**src/rtl/sum_result_fifo.sv**
```systemverilog
// First-word-fall-through result FIFO behind the registered adder stage.
// The adder cannot be stalled, so an input that arrives while the FIFO is full is dropped and counted.
module sum_result_fifo #(
  parameter int W      = 12,
  parameter int DEPTH  = 4,
  parameter int CNT_W  = $clog2(DEPTH + 1),
  parameter int DROP_W = 8
) (
  input  logic              clk,
  input  logic              rst_n,
  input  logic              in_valid,
  input  logic [W-1:0]      in_data,
  output logic              out_valid,
  input  logic              out_ready,
  output logic [W-1:0]      out_data,
  output logic [CNT_W-1:0]  count,
  output logic              full,
  output logic              empty,
  output logic              overflow,
  output logic [DROP_W-1:0] drop_cnt
);

  localparam int PTR_W = $clog2(DEPTH);

  logic [W-1:0]     mem [DEPTH];
  logic [PTR_W-1:0] rd_ptr;
  logic [PTR_W-1:0] wr_ptr;
  logic             pop;
  logic             push;
  logic             drop;

  // Output handshake: a word transfers on any cycle where out_valid and out_ready
  // are both high; out_valid/out_data never depend on out_ready or on the input side.
  assign full      = (count == CNT_W'(DEPTH));
  assign empty     = (count == '0);
  assign out_valid = !empty;
  assign out_data  = out_valid ? mem[rd_ptr] : '0;

  assign pop  = out_valid & out_ready;
  // A pop in the same cycle frees the slot, so a full FIFO can still accept.
  assign push = in_valid & (!full | pop);
  assign drop = in_valid & full & !pop;

  always_ff @(posedge clk) begin
    if (rst_n && push) begin
      mem[wr_ptr] <= in_data;
    end
  end

  always_ff @(posedge clk) begin
    if (!rst_n) begin
      rd_ptr   <= '0;
      wr_ptr   <= '0;
      count    <= '0;
      overflow <= 1'b0;
      drop_cnt <= '0;
    end else begin
      if (push) begin
        wr_ptr <= wr_ptr + PTR_W'(1);
      end
      if (pop) begin
        rd_ptr <= rd_ptr + PTR_W'(1);
      end
      count <= count + CNT_W'(push) - CNT_W'(pop);
      if (drop) begin
        overflow <= 1'b1;
        if (drop_cnt != '1) begin
          drop_cnt <= drop_cnt + DROP_W'(1);
        end
      end
    end
  end

endmodule
```
**config.mk**
```make
export PLATFORM = sky130hd
export DESIGN_NAME = sum_result_fifo
export DESIGN_NICKNAME = d
export VERILOG_FILES = /design/src/rtl/sum_result_fifo.sv
export SDC_FILE = /design/constraint.sdc
export NUM_CORES = 1
export LEC_CHECK = 0
export CAP_MARGIN = 30
export CORE_MARGIN = 2
export CORE_UTILIZATION = 35
export DETAILED_ROUTE_END_ITERATION = 16
export PLACE_DENSITY = 0.63
export SYNTH_ARGS = -nofsm -noshare
export SYNTH_HDL_FRONTEND = slang
export SYNTH_SLANG_ARGS = --single-unit
```
**constraint.sdc**
```tcl
create_clock -name clk -period 3 [get_ports clk]
set_input_delay 0.3 -clock clk [delete_from_list [all_inputs] [get_ports clk]]
set_output_delay 0.3 -clock clk [all_outputs]
set_load 0.05 [all_outputs]
```
==> metrics.md <==
| Metric | Value |
|---|---|
| Status | `finished clean` |
| Clock power share | `0.245` |
| Sw frac | `0.379` |
| Peak VDD IR | `0.000332 V` |
| Synth Cell Area | `between 2000 and 3000 sq um` |
| Syn Area/Cell | `between 15 and 20 sq um` |
| DR vias | `about 1.5k` |
| Nets | `approximately 240` |
| Hold Path Class | `reg2reg` |
| Leakage Power | `about 1.2 nW` |
| RSZ-0062 raised after global routing | `false` |
| Slew @ Worst Pin | `about 0.65 ns` |
| Die height | `roughly 92 um` |
| Reg power frac | `0.342` |
| Routed WL per cell | `between 10 and 15 um` |
| Die area | `approximately 8500 sq um` |
| Routability cong. | `0.717` |
| DRC Markers | `0` |
| Clock Skew | `between 0.01 and 0.015 ns` |
| Die extent in x | `just over 90 um` |
| WL final | `around 4700 um` |
| Fin. max-slew vios | `0` |
| Critical Path RT | `2.70 ns` |
| Top FF cell, synth | `edfxtp_1` |
| Crit path capture | `out_data[7]` |
| Clk slew on worst S/H paths | `~0.07 ns` |
| Antenna violations before repair | `0` |
| Comb pwr share | `0.412` |
| Distinct cells, synth | `39` |
| R2R Path Start | `count[1]` |
| Net Sw Power | `around 1.2 mW` |
| Worst reg2reg path endpoint | `count[2]` |
| Setup TNS Final | `0 ns` |
| Pre-CTS setup slack | `0.514 ns` |
| Crit path buffers/inverters | `2` |
| YS warnings | `0` |
| Worst setup SP type | `flop` |
| Total global-route track usage | `0.118` |
| Number of cells produced by synthesis | `175` |
| Post_cts resized | `0` |
| Share of layout cells above drive strength 1 | `0.151` |
| Synthesized net count | `~200` |
| CTS Root Cell | `clkbuf_8` |
| # diodes | `0` |
| Pwr dens | `between 900 and 1000 nW/um^2` |
| CTS H-tree depth | `3` |
| Max Cap Viol | `0` |
| Io pins | `43` |
| Input/output buffers | `42` |
| R2R cell count | `10` |
| Fmax | `between 0.3 and 0.4 GHz` |
| Largest net degree at the start of global routing | `17` |
| CTS Hold Buffers Added | `0` |
| Iteration count of the initial detailed-routing pass | `4` |
| Internal power | `just over 2 mW` |
| First-pass GRT wire length | `between 7000 and 8000 um` |
| Post-DRT Antenna Nets | `0` |
| Max_slew headroom | `0.567` |
| Setup bufs post-CTS | `0` |
| Stages on the worst setup path | `4` |
| Vias in the first global route | `1485` |
| CTS Sinks | `66` |
| Area of the core | `about 7600 sq um` |
| Worst setup path category | `reg2out` |
| CP max stage delay | `~0.70 ns` |
| Dominant cells by area after synthesis | `edfxtp_1 53%, dfxtp_1 13%, mux4_2 9.9%` |
| EDFF count, synth | `48` |
| Deepest clock path buffer count | `2` |
| Crit-path leading delay family | `buffers and inverters` |
| Synth area leader | `edfxtp_1` |
| Crit share post-route | `0.875` |
| Slowest-stage cell, CP | `clkdlybuf4s50_1` |
| Via density | `about 4.7` |
| Setup ws final | `between 0.3 and 0.4 ns` |
| Final Critical Period | `~2.6 ns` |
| Fin. Hold Viols | `0` |
| Initial core utilization | `0.357` |
| Total congestion overflow | `0` |
| Area growth from synthesis to layout | `26.8%` |
| Critical path arrival | `approximately 2.3 ns` |
| Sequential area share after synthesis | `0.663` |
| Hold Crit Depth | `1` |
| Seq cells post-synth | `66` |
| Ordered list of cells on the worst path | `buf_4 > mux4_2 > and2_1 > clkdlybuf4s50_1` |
| CTS Buf Count | `9` |
| Worst skew pair latency | `0.33 ns` |
| Async SR Flop Fraction | `0` |
| Iteration-0 DRC Markers | `a little under 70` |
| Critical path peak fanout | `12` |
| Yosys top cell area share | `0.530` |
| CTS tree | `built` |
| Final HPWL DP | `around 3000 um` |
| Setup-failing EPs final | `0` |
| Flop-to-flop setup slack | `between 0.6 and 0.7 ns` |
| Rows | `32` |
| CP Capture Type | `primary output` |
kinds of logic after synthesis:
logic type | share of synthesized area
flops | 0.663
compound gates | 0.0359
simple gates | 0.120
fa+ha+maj | 0.0350
buf+inv | 0.0239
xor+xnor | 0.0161
mux | 0.107
power groups by stage:
stage / registers [mW] / logic [mW] / clock network (mW)
floorplan: 1.20 / 0.903 / 0
global placement: 1.14 / 1.36 / 0
detailed placement: 1.14 / 1.37 / 0
CTS: 1.12 / 1.37 / 0.823
global route: 1.13 / 1.42 / 0.864
finish: 1.12 / 1.35 / 0.802
layout make-up:
cell class | instances | area, sq um
clock buffers | 9 | 124
clock inverters | 7 | 92.6
fillers | 688 | 4160
inverters | 6 | 22.5
multi-input cells | 94 | 852
flip-flops and latches | 66 | 1800
well taps | 102 | 128
repair buffers | 43 | 428
state kept, by name, summed over array words and instances, names as in the netlist, named ones only:
register and count:
count 3, overflow 1, drop_cnt 8, mem 48
rd_ptr 2, wr_ptr 2
worst min-delay path by stage:
stage          startpoint        end  slack (ns)
2_1_floorplan  in_data[0]  mem[0][0]        0.40
3_3_place_gp     overflow   overflow        0.45
3_5_place_dp     overflow   overflow        0.46
4_1_cts          overflow   overflow        0.48
5_1_grt          overflow   overflow        0.49
6_report         overflow   overflow        0.47
cells in the mapped netlist, drive strengths merged, types with 2 or more instances:
library cell  instances
o21ai                 2
xor2                  3
xnor2                 2
or3                   2
mux2i                 2
a21oi                 5
ha                    6
edfxtp               48
buf                   2
and2                 15
nand2                 6
dfxtp                18
clkbuf                7
mux4                 12
nor2                 10
o31ai                 3
and3                  5
inv                   6
or4                   3
nand3                 2
routing by layer:
metal | wire length [um] | share of wire | global-route usage
met4 | 90 | 0.019 | 0.0597
met5 | 0 | 0 | 0
met3 | 197 | 0.042 | 0.0279
met1 | 2110 | 0.45 | 0.147
met2 | 2290 | 0.49 | 0.192
stage by stage:
step / util / cells / instance area [sq um] / hold WS, ns / total power, mW
after floorplan: - / 175 / 2720 / 0.399 / 2.10
after global placement: 0.425 / 311 / 3230 / 0.454 / 2.50
after detailed placement: 0.425 / 311 / 3230 / 0.462 / 2.51
after CTS: 0.453 / 327 / 3450 / 0.479 / 3.31
after global routing: 0.453 / 327 / 3450 / 0.493 / 3.41
final: 0.453 / 327 / 3450 / 0.473 / 3.27
placed cells by master (no fill, tap or decap), types with 3 or more instances in the layout:
cell type / count
edfxtp_1: 48
clkdlybuf4s50_1: 42
dfxtp_1: 18
and2_1: 14
mux4_2: 12
nor2_1: 10
clkbuf_8: 9
inv_1: 6
ha_1: 6
nand2_1: 5
and3_1: 5
a21oi_1: 5
o31ai_1: 3
or4_1: 3
xor2_1: 3
Power figures use the tool's default switching activity.
==> RTL change (same flow settings) <==
`DROP_W`: 8 -> 7.
--- a/src/rtl/sum_result_fifo.sv
+++ b/src/rtl/sum_result_fifo.sv
@@ -4,7 +4,7 @@
   parameter int W      = 12,
   parameter int DEPTH  = 4,
   parameter int CNT_W  = $clog2(DEPTH + 1),
-  parameter int DROP_W = 8
+  parameter int DROP_W = 7
 ) (
   input  logic              clk,
   input  logic              rst_n,
Interface: changed (resized drop_cnt); port bits go from 43 to 42. The function was not compared with the original's and may differ.
==> RTL change against the original RTL <==
Worst setup slack better by 40 ps; wire length up 2.6%; sequential cell count down 1; global-route usage up 0.65 points; power down 2.9%; sequential share of layout area down 0.79 points; count of clock-buffer cells in the layout unchanged; synthesized area up 0.37%; largest power group unchanged; cell area up 0.40%; cell count unchanged.
==> RTL change: results (changes against the original RTL) <==
Timing
  – Worst slew pin tran: 647 ps (was 650 ps)
  – Hold WS: 485 ps (was 473 ps)
  – Clock skew: 11.7 ps (was 11.3 ps)

Cells and area
  – Largest regs: mem (48), drop_cnt (7), count (3) (was mem (48), drop_cnt (8), count (3))
  – Layout cells sized above 1: 17.3% (was 15.1%)

Detailed routing
  – Via count: 1545 (was 1548)
  – Initial DRC count: 47 (was 68)
  – Final WL: 4820 um (was 4690 um)

Synth
  – Distinct cell type count after synthesis: 38 (was 39)
  – Post-synthesis sequential area ratio: 65.3% (was 66.3%)
  – Net Count, Synth: 194 (was 198)
  – Synth cell count leaders: edfxtp_1, dfxtp_1, mux4_2, nor2b_1, nor2_1 (was edfxtp_1, dfxtp_1, and2_1)

Power
  – Peak VDD IR: 0.000434 V (was 0.000332 V)
  – Leak pwr: 1.16 nW (about the same)

Worst setup path
  – Reg2Reg Setup Slack: 860 ps (was 630 ps)
  – Worst reg2reg path depth: 9 (was 10)
  – Arr. time, crit path: 2280 ps (was 2320 ps)

Global routing
  – Initial antenna violation count: 0 (unchanged)
  – Largest net degree at the start of global routing: 15 (was 17)
  – GRT Overall Usage: 12.4% (was 11.8%)
  – Vias in the first global route: 1567 (was 1485)
  – First-pass GRT wire length: 8020 um (was 7480 um)

Clocking
  – CTS H-tree depth: 3 (unchanged)

Placement
  – Worst slack, placed: 575 ps (was 514 ps)
  – Placed Area: 3270 um2 (was 3230 um2)
  – Dpl hpwl: 3150 um (was 3040 um)
  – GP Congestion: 0.784 (was 0.717)

Hold path
  – Worst hold path depth: 2 (was 1)

Status
  – Status: completed (unchanged)
-- RTL change: critical path, cell delays in order (launching register included) --
cell and delay (ps):
dfxtp_1 310, buf_4 250, mux4_2 540, nor2b_1 150, clkdlybuf4s50_1 700
-- RTL change: worst max path at each step --
stage | endpoint | cells past startpoint | from | slack, ps
after CTS | out_data[11] | 3 | flop | 320
after global routing | out_data[11] | 3 | flop | 210
after floorplan | out_data[10] | 4 | count[1]$_SDFF_PN0_ | 490
final | out_data[11] | 4 | flop | 420
after global placement | count[2]$_SDFF_PN0_ | 10 | out_ready | 620
after detailed placement | count[2]$_SDFF_PN0_ | 10 | out_ready | 570
-- RTL change: per-stage QoR --
step           cells  power, mW
6_report         327       3.18
4_1_cts          327       3.22
3_3_place_gp     311       2.50
5_1_grt          327       3.35
3_5_place_dp     311       2.50
2_1_floorplan    171       2.08
-- RTL change: routing by layer --
metal  track usage (%)  wire length, um  up-vias
met5                 0                0        -
met1              16.3             2210      735
met3              3.58              245        6
met2              19.3             2300       44
met4              5.60               57        0
li1                  -                -      760
-- RTL change: area by class of cell --
cell class	count	area, um2
Clock buffer	9	124
Clock inverter	7	71.3
Fill cell	680	4190
Inverter	8	30.0
Multi-Input combinational cell	91	887
Sequential cell	65	1780
Tap cell	102	128
Timing Repair Buffer	45	440
-- RTL change: cells by family after synthesis --
family	share of synthesized area (%)
buffers and inverters	2.38
DFF	65.3
xor gates and xnor gates	0.963
and+or+nand+nor	10.6
AOI/OAI and AO/OA	6.60
muxes	10.6
adders and majority gates	3.48
-- RTL change: report_power, final --
part	internal [mW]	switching, mW	total, mW
sequential	1.04	0.0812	1.12
clock	0.383	0.335	0.718
combinational	0.510	0.833	1.34
total	1.93	1.25	3.18
